[src/rtl/nbit_execute_unit.sv]
`default_nettype none
// ============================================================================
// Module   : nbit_execute_unit
// Brief    : Execute stage feeding the register-file write port; single-cycle
//            ALU ops plus an iterative shift-add multiplier with Busy handshake.
// Revision : 1.0
// ============================================================================
module nbit_execute_unit #(
    parameter int REG_SELECT_WIDTH = 5,
    parameter int DATA_WIDTH       = 32
) (
    input  logic                        Clk_i,
    input  logic                        Reset_ni,
    input  logic                        Start_i,
    input  logic [2:0]                  OpCode_i,
    input  logic [DATA_WIDTH-1:0]       OperandA_i,
    input  logic [DATA_WIDTH-1:0]       OperandB_i,
    input  logic [REG_SELECT_WIDTH-1:0] DestSelect_i,
    output logic                        Busy_o,
    output logic [DATA_WIDTH-1:0]       WriteData_o,
    output logic [REG_SELECT_WIDTH-1:0] WriteSelect_o,
    output logic                        WriteEnable_o,
    output logic                        Overflow_o
);

    localparam int CNT_W = $clog2(DATA_WIDTH + 1);
    localparam int MSB   = DATA_WIDTH - 1;

    localparam logic [2:0] OP_ADD = 3'b000;
    localparam logic [2:0] OP_SUB = 3'b001;
    localparam logic [2:0] OP_AND = 3'b010;
    localparam logic [2:0] OP_OR  = 3'b011;
    localparam logic [2:0] OP_XOR = 3'b100;
    localparam logic [2:0] OP_SLT = 3'b101;
    localparam logic [2:0] OP_MUL = 3'b110;

    typedef enum logic [0:0] {
        S_IDLE = 1'b0,
        S_MUL  = 1'b1
    } state_e;

    state_e                        state_q, state_d;
    logic [2*DATA_WIDTH-1:0]       mcand_q, mcand_d;
    logic [DATA_WIDTH-1:0]         mplier_q, mplier_d;
    logic [2*DATA_WIDTH-1:0]       acc_q, acc_d;
    logic [CNT_W-1:0]              count_q, count_d;
    logic [REG_SELECT_WIDTH-1:0]   dest_q, dest_d;
    logic [DATA_WIDTH-1:0]         wdata_q, wdata_d;
    logic [REG_SELECT_WIDTH-1:0]   wsel_q, wsel_d;
    logic                          we_q, we_d;
    logic                          ovf_q, ovf_d;

    logic [DATA_WIDTH-1:0]         add_res;
    logic [DATA_WIDTH-1:0]         sub_res;
    logic                          add_ovf;
    logic                          sub_ovf;
    logic                          slt_res;
    logic [2*DATA_WIDTH-1:0]       acc_sum;

    assign add_res = OperandA_i + OperandB_i;
    assign sub_res = OperandA_i - OperandB_i;
    // Signed overflow: operand signs agree (ADD) / differ (SUB) but the result sign flips
    assign add_ovf = (OperandA_i[MSB] == OperandB_i[MSB]) && (add_res[MSB] != OperandA_i[MSB]);
    assign sub_ovf = (OperandA_i[MSB] != OperandB_i[MSB]) && (sub_res[MSB] != OperandA_i[MSB]);
    assign slt_res = $signed(OperandA_i) < $signed(OperandB_i);

    always_comb begin
        state_d  = state_q;
        mcand_d  = mcand_q;
        mplier_d = mplier_q;
        acc_d    = acc_q;
        count_d  = count_q;
        dest_d   = dest_q;
        wdata_d  = wdata_q;
        wsel_d   = wsel_q;
        we_d     = 1'b0;
        ovf_d    = ovf_q;
        acc_sum  = acc_q + (mplier_q[0] ? mcand_q : '0);

        case (state_q)
            S_IDLE: begin
                if (Start_i) begin
                    case (OpCode_i)
                        OP_ADD: begin wdata_d = add_res; ovf_d = add_ovf; we_d = 1'b1; end
                        OP_SUB: begin wdata_d = sub_res; ovf_d = sub_ovf; we_d = 1'b1; end
                        OP_AND: begin wdata_d = OperandA_i & OperandB_i; ovf_d = 1'b0; we_d = 1'b1; end
                        OP_OR:  begin wdata_d = OperandA_i | OperandB_i; ovf_d = 1'b0; we_d = 1'b1; end
                        OP_XOR: begin wdata_d = OperandA_i ^ OperandB_i; ovf_d = 1'b0; we_d = 1'b1; end
                        OP_SLT: begin
                            wdata_d = {{(DATA_WIDTH-1){1'b0}}, slt_res};
                            ovf_d   = 1'b0;
                            we_d    = 1'b1;
                        end
                        OP_MUL: begin
                            mcand_d  = {{DATA_WIDTH{1'b0}}, OperandA_i};
                            mplier_d = OperandB_i;
                            acc_d    = '0;
                            count_d  = CNT_W'(DATA_WIDTH);
                            dest_d   = DestSelect_i;
                            state_d  = S_MUL;
                        end
                        default: ;
                    endcase
                    if (we_d) begin
                        wsel_d = DestSelect_i;
                    end
                end
            end
            S_MUL: begin
                acc_d    = acc_sum;
                mcand_d  = mcand_q << 1;
                mplier_d = mplier_q >> 1;
                count_d  = count_q - CNT_W'(1);
                // Last step: publish the accumulator including this edge's partial product
                if (count_q == CNT_W'(1)) begin
                    wdata_d = acc_sum[DATA_WIDTH-1:0];
                    ovf_d   = |acc_sum[2*DATA_WIDTH-1:DATA_WIDTH];
                    wsel_d  = dest_q;
                    we_d    = 1'b1;
                    state_d = S_IDLE;
                end
            end
            default: state_d = S_IDLE;
        endcase
    end

    always_ff @(posedge Clk_i or negedge Reset_ni) begin
        if (!Reset_ni) begin
            state_q  <= S_IDLE;
            mcand_q  <= '0;
            mplier_q <= '0;
            acc_q    <= '0;
            count_q  <= '0;
            dest_q   <= '0;
            wdata_q  <= '0;
            wsel_q   <= '0;
            we_q     <= 1'b0;
            ovf_q    <= 1'b0;
        end else begin
            state_q  <= state_d;
            mcand_q  <= mcand_d;
            mplier_q <= mplier_d;
            acc_q    <= acc_d;
            count_q  <= count_d;
            dest_q   <= dest_d;
            wdata_q  <= wdata_d;
            wsel_q   <= wsel_d;
            we_q     <= we_d;
            ovf_q    <= ovf_d;
        end
    end

    assign Busy_o        = (state_q == S_MUL);
    assign WriteData_o   = wdata_q;
    assign WriteSelect_o = wsel_q;
    assign WriteEnable_o = we_q;
    assign Overflow_o    = ovf_q;

endmodule
`default_nettype wire

[config.mk]
export PLATFORM = sky130hd
export DESIGN_NAME = nbit_execute_unit
export DESIGN_NICKNAME = d
export VERILOG_FILES = /design/src/rtl/nbit_execute_unit.sv
export SDC_FILE = /design/constraint.sdc
export NUM_CORES = 1
export LEC_CHECK = 0
export ABC_AREA = 1
export BUFFER_PORTS_ARGS = -buffer_cell sky130_fd_sc_hd__buf_2
export CAP_MARGIN = 20
export CORE_MARGIN = 1
export CORE_UTILIZATION = 41
export DETAILED_ROUTE_END_ITERATION = 8
export MAX_ROUTING_LAYER = met4
export SYNTH_ARGS = -nofsm -noshare
export SYNTH_HDL_FRONTEND = slang
export SYNTH_SLANG_ARGS = --single-unit
[constraint.sdc]
create_clock -name Clk_i -period 2.8 [get_ports Clk_i]
set_input_delay 0.42 -clock Clk_i [delete_from_list [all_inputs] [get_ports Clk_i]]
set_output_delay 0.42 -clock Clk_i [all_outputs]
set_load 0.01 [all_outputs]
# ---- After elaboration in Yosys (flattened, before gate mapping)
# Cells that the tools add are included.
dict set report totals {
  register_bits 211
  inputBits 75
  output_inout_bits 40
  elab_cells 82
}
dict set report classes {
  addsub 4
  n_lt_le_gt_ge 1
  eq_ne 17
  mux 35
  bitwise_logic 4
  reduce_logical 11
}
# cell count
set ops {}
lappend ops {{$mux 64} 5}
lappend ops {{$pmux 64 s2} 2}
lappend ops {{$pmux 32 s6} 1}
lappend ops {{$mux 32} 4}
lappend ops {{$pmux 32 s2} 2}
lappend ops {{$add 64x64->64} 1}
lappend ops {{$add 32x32->32} 1}
lappend ops {{$and 32x32->32} 1}
lappend ops {{$lt 32x32->1} 1}
lappend ops {{$or 32x32->32} 1}
lappend ops {{$reduce_or 32->1} 1}
lappend ops {{$sub 32x32->32} 1}
lappend ops {{$xor 32x32->32} 1}
lappend ops {{$mux 5} 3}
lappend ops {{$mux 6} 2}
lappend ops {{$pmux 6 s2} 1}
lappend ops {{$reduce_and 3->1} 4}
lappend ops {{$mux 1} 10}
lappend ops {{$pmux 5 s2} 1}
lappend ops {{$eq 3x3->1 const B} 3}
lappend ops {{$ne 7x1->1 const B} 1}
lappend ops {{$eq 3x2->1 const B} 2}
lappend ops {{$eq 6x1->1 const B} 1}
lappend ops {{$ne 2x1->1 const B} 3}
lappend ops {{14 further kinds} 19}

# ---- Depth between registers and ports, before layout
dict set report logic_depth {
  depth_word 8
  ltp_mapped 27
  depth_no_buf 25
}

# ---- Least setup slack after synthesis
# No wires, ideal clock.
dict set report synth_timing {
  kind {register to register}
  start {reg mplier_q[0]}
  end {reg ovf_q, in the netlist Overflow_o}
  t_arrival_ps 2826
  setup_slack_ps -143
  stages_incl_launch_ff 28
  path_buffers 2
  synth_period_minus_slack_ps 2943
  cell_sequence {dfrtp_1 > clkbuf_1 > clkbuf_1 > nand2_1 > inv_1 > ha_1 > inv_1 > fa_1 > inv_1 > nand2_1 > nand2_1 > nand3_1 > nand2_2 > nand2_1 > nand2_2 > nand2_1 > nand2_1 > nand2_1 > nand2_1 > nand2_1 > nand2_1 > nand2_1 > nor2_1 > nand2_1 > nor2_1 > nand3_1 > nand2_1 > nand2_1}
}
dict set report synth_via {
  elab_chain_len 5
}
# element line
set synth_rtl {}
lappend synth_rtl {{start, declared} 44} ;# logic [DATA_WIDTH-1:0] mplier_q, mplier_d;
lappend synth_rtl {{start signal, assigned} 142} ;# mplier_q <= mplier_d;
lappend synth_rtl {{$mux 64} 78} ;# acc_sum = acc_q + (mplier_q[0] ? mcand_q : '0);
lappend synth_rtl {{$add 64x64->64} 78}
lappend synth_rtl {{$reduce_or 32->1} 117} ;# ovf_d = |acc_sum[2*DATA_WIDTH-1:DATA_WIDTH];
lappend synth_rtl {{$mux 1} 115} ;# if (count_q == CNT_W'(1)) begin
lappend synth_rtl {{$pmux 1 s2} 80} ;# case (state_q)
lappend synth_rtl {{end signal, assigned} 149} ;# ovf_q <= ovf_d;
lappend synth_rtl {{end, declared} 51} ;# logic ovf_q, ovf_d;
# Every way passes these cells. The select of a mux whose other input is x is not followed.
# A chain may end at the register's enable or synchronous reset.

# ---- Worst setup path in the final report
# Same ends and word-level chain as after synthesis.

==> impl_metrics.csv <==
group,metric,value,unit
run_status,status,"finished, violations left",
run_status,violations,"negative setup slack",
power_and_ir_drop,p_per_area,643.6,mW/mm2
power_and_ir_drop,vdd_drop_max,0.7248,mV
placement,port-buffer-count,114,
clock_network,cts-htree-levels,1,
sta,period_minus_slack,3048,ps
global_routing,antenna_found_initial,0,
worst_setup_path,cpPeakStageDelay,460,ps
layout,stdcell_count,4556,
logic_synthesis,synth_edf_count,0,
route,post-route-drc-count,0,
route,first_pass_iters,6,
clock_network,insertion_delay,590,ps
power_and_ir_drop,p_leak,15.12,nW
hold_path,hp-class,"in2reg",
logic_synthesis,syn_nets,3581,
power_and_ir_drop,clkPwrFrac,20.9,%
logic_synthesis,ys.flop_type,"dfrtp_1",
logic_synthesis,yosys_warnings,0,
layout,fillers,4982,
placement,dpl.hpwl,65030,um
sta,final-setup-viol-count,1,
power_and_ir_drop,combPwrFrac,49.8,%
sta,clock.fmax,0.3281,GHz
placement,placed_cells,4493,
global_routing,overflow,0,
worst_setup_path,worst-setup-path-type,"reg2reg",
logic_synthesis,synthArstFlopShare,100.0,%
worst_setup_path,cp_cell_sequence,"buf_12 -> nand2_1 -> inv_1 -> ha_1 -> buf_4 -> nand2_1 -> nand2_1 -> buf_4 -> nand2_1 -> nand2_1 -> nand2_1 -> nand2_1 -> nand2_1 -> nand2_1 -> inv_1 -> nand4_1 -> nand2_1 -> nand2_1 -> nor2_1 -> nand2_1 -> nor2_2 -> nand3_1 -> nand2_1 -> nand2_1",
worst_setup_path,endpoint_kind,"flop",
sta,slew_viol_final,0,
route,drt_iter0_markers,1703,
route,vias,23170,
layout,drive_above_1_share,23.36,%
worst_setup_path,path_max_fanout,22,
layout,areaGrowthSynthToFinish,33.52,%
clock_network,numCtsBuffers,27,
worst_setup_path,crit_top_cell,"nand2_1",
route,wl_per_cell,17.83,um
clock_network,path_clk_slew,60,ps
die,start_util,41.58,%
sta,holdWs,78.16,ps
global_routing,grt_pass1_vias,22427,
route,routed_wl,81220,um
logic_synthesis,netlist_instances,3342,
die,core_area,0.04895,mm2
layout,mostFrequentLayoutCells,"nand2_1 (1,049), inv_1 (643), buf_4 (473)",
sta,rsz0062_at_grt,"true",
logic_synthesis,synth.distinct_cells,50,
worst_setup_path,worstPathArrival,3510,ps
logic_synthesis,synthesis.area,0.02035,mm2
power_and_ir_drop,sw_frac_of_total,42.94,%
power_and_ir_drop,seq_power_share,29.3,%
clock_network,root_buffer,"clkbuf_16",
sta,hold_viol_final,0,
power_and_ir_drop,switchingPower,0.007510,W
sta,post-route-period-util,108.8,%
sta,slew_headroom,33.26,%
sta,max_slew.worst_pin.slew,1001,ps
logic_synthesis,ys_ff_latch,211,
global_routing,grt_usage,32.75,%
layout,layout_commonest_cell,"nand2_1",
sta,setup_ws,-247.6,ps
placement,gp_congestion,1.060,
layout,nets,4110,
global_routing,grt_max_degree,147,
die,die_area,0.05054,mm2
logic_synthesis,synth-seq-area-share,25.94,%
sta,fin_skew,24.77,ps
clock_network,clock_sinks,211,
power_and_ir_drop,internal_power,0.009982,W
global_routing,grt_pass1_wl,124100,um
die,fp.dieW,224.8,um
worst_setup_path,cp.required,3260,ps
route,ant_nets,0,
route,vias_per_cell,5.086,
run,cap_violations,0,
placement,pre_cts_ws,-612.2,ps
die,die_h,224.8,um
die,rows,81,
logic_synthesis,syn_area_per_cell,6.091,um2
clock_network,cts_tree,"done",
clock_network,clockBufferDepth,3,
worst_setup_path,worst_setup_path_start_kind,"flop",
worst_setup_path,critical-path-slowest-cell,"dfrtp_2",
die,num_io_pins,115,
[state kept, by name (all words and copies together) (netlist names)]
register       cells
dest_q             5
WriteEnable_o      1
mplier_q          32
WriteData_o       32
acc_q             64
WriteSelect_o      5
Busy_o             1
mcand_q           64
Overflow_o         1
count_q            6
[worst paths after layout]
| kind | startpoint | to | slack (ps) | depth (start not counted) |
|---|---|---|---|---|
| min in group asynchronous | Reset_ni | WriteSelect_o[0] | 370 | 2 |
| worst min-delay path | DestSelect_i[0] | dest_q[0] | 80 | 3 |
| worst max register to register | mplier_q[0] | Overflow_o | -250 | 24 |
| worst min register to register | dest_q[0] | dest_q[0] | 470 | 2 |
| max in group asynchronous | Reset_ni | WriteData_o[8] | 1650 | 3 |
| worst max-delay path | mplier_q[0] | Overflow_o | -250 | 24 |
[per-layer routing]
metal | up-vias | GRT usage [%] | wire length, um
li1 | 11572 | - | -
met1 | 10758 | 41.39 | 35370
met2 | 687 | 54.29 | 38560
met3 | 153 | 3.279 | 4258
met4 | 0 | 11.61 | 3026
met5 | - | - | 0
[power by group through the flow]
stage	logic, W	clock network (W)	registers (W)
2_1_floorplan	0.00445	0	0.00492
3_3_place_gp	0.00799	0	0.00505
3_5_place_dp	0.00806	0	0.00505
4_1_cts	0.00821	0.00374	0.00503
5_1_grt	0.00954	0.00386	0.00525
6_report	0.00872	0.00365	0.00512
[worst max-delay path, delay by kind of cell (launching register included)]
family	cells	cell delay [ps]
flops	1	460
fa+ha+maj	1	300
simple gates	18	1530
buf+inv	5	640
[stage by stage]
stage	total power [W]	setup TNS (ps)	util, %	cell area (um2)
finish	0.01749	-247.6	55.52	27180
global route	0.01864	-1225	55.51	27170
CTS	0.01699	-218.2	53.74	26310
detailed placement	0.01310	-2549	51.12	25030
global placement	0.01304	-2572	51.12	25030
floorplan	0.009372	0	-	20360
[cell type report]
class	instances	area, um2	share of cell area, %
sequential	211	5283	19.44
clock inverter	15	192.7	0.7090
antenna	1	2.502	0.009208
inverter	666	2509	9.231
tap	664	830.8	3.057
clock buffer	34	721.9	2.656
multi-input combinational	2366	13290	48.92
timing repair buffer	599	4344	15.98
[synth_stat cells, types with 10 or more instances]
library cell	number	share of area, %
nand3b_1	12	0.44
nor2_1	262	4.8
o211ai_1	19	0.70
nor2_2	12	0.37
o22ai_1	49	1.5
inv_2	10	0.18
nand2_2	10	0.31
a31oi_1	20	0.61
clkbuf_1	58	1.1
dfrtp_1	211	26
nand2_1	1120	21
o21bai_1	16	0.59
a221oi_1	11	0.47
nor3_1	28	0.69
buf_2	19	0.47
nand4_1	21	0.65
a21o_1	12	0.44
inv_1	655	12
buf_1	14	0.26
o221ai_1	54	2.3
xor2_1	16	0.69
nand3_1	134	3.3
o21ai_0	130	3.2
ha_1	161	9.9
a21oi_1	204	5.0
[kinds of logic (layout without fill, tap and decap cells)]
| family | Yosys count | after routing | synth area share [%] |
|---|---|---|---|
| AND/OR/NAND/NOR | 1634 | 1634 | 32.58 |
| adder cells (fa/ha/maj) | 164 | 164 | 10.19 |
| buffers and inverters | 765 | 1314 | 14.35 |
| other | 0 | 1 | 0 |
| flip-flops | 211 | 211 | 25.94 |
| AO/OA/AOI/OAI | 551 | 551 | 16.21 |
| XOR/XNOR | 17 | 17 | 0.7315 |
[what timing repair did]
action	4_1_cts	5_1_grt
setup endpoints to repair	19	45
endpoints found under the hold margin	67	0
setup buffers	2	10
pin swaps	9	21
hold buffers	1	0
gates resized for setup	78	177
Power figures use the tool's default switching activity.
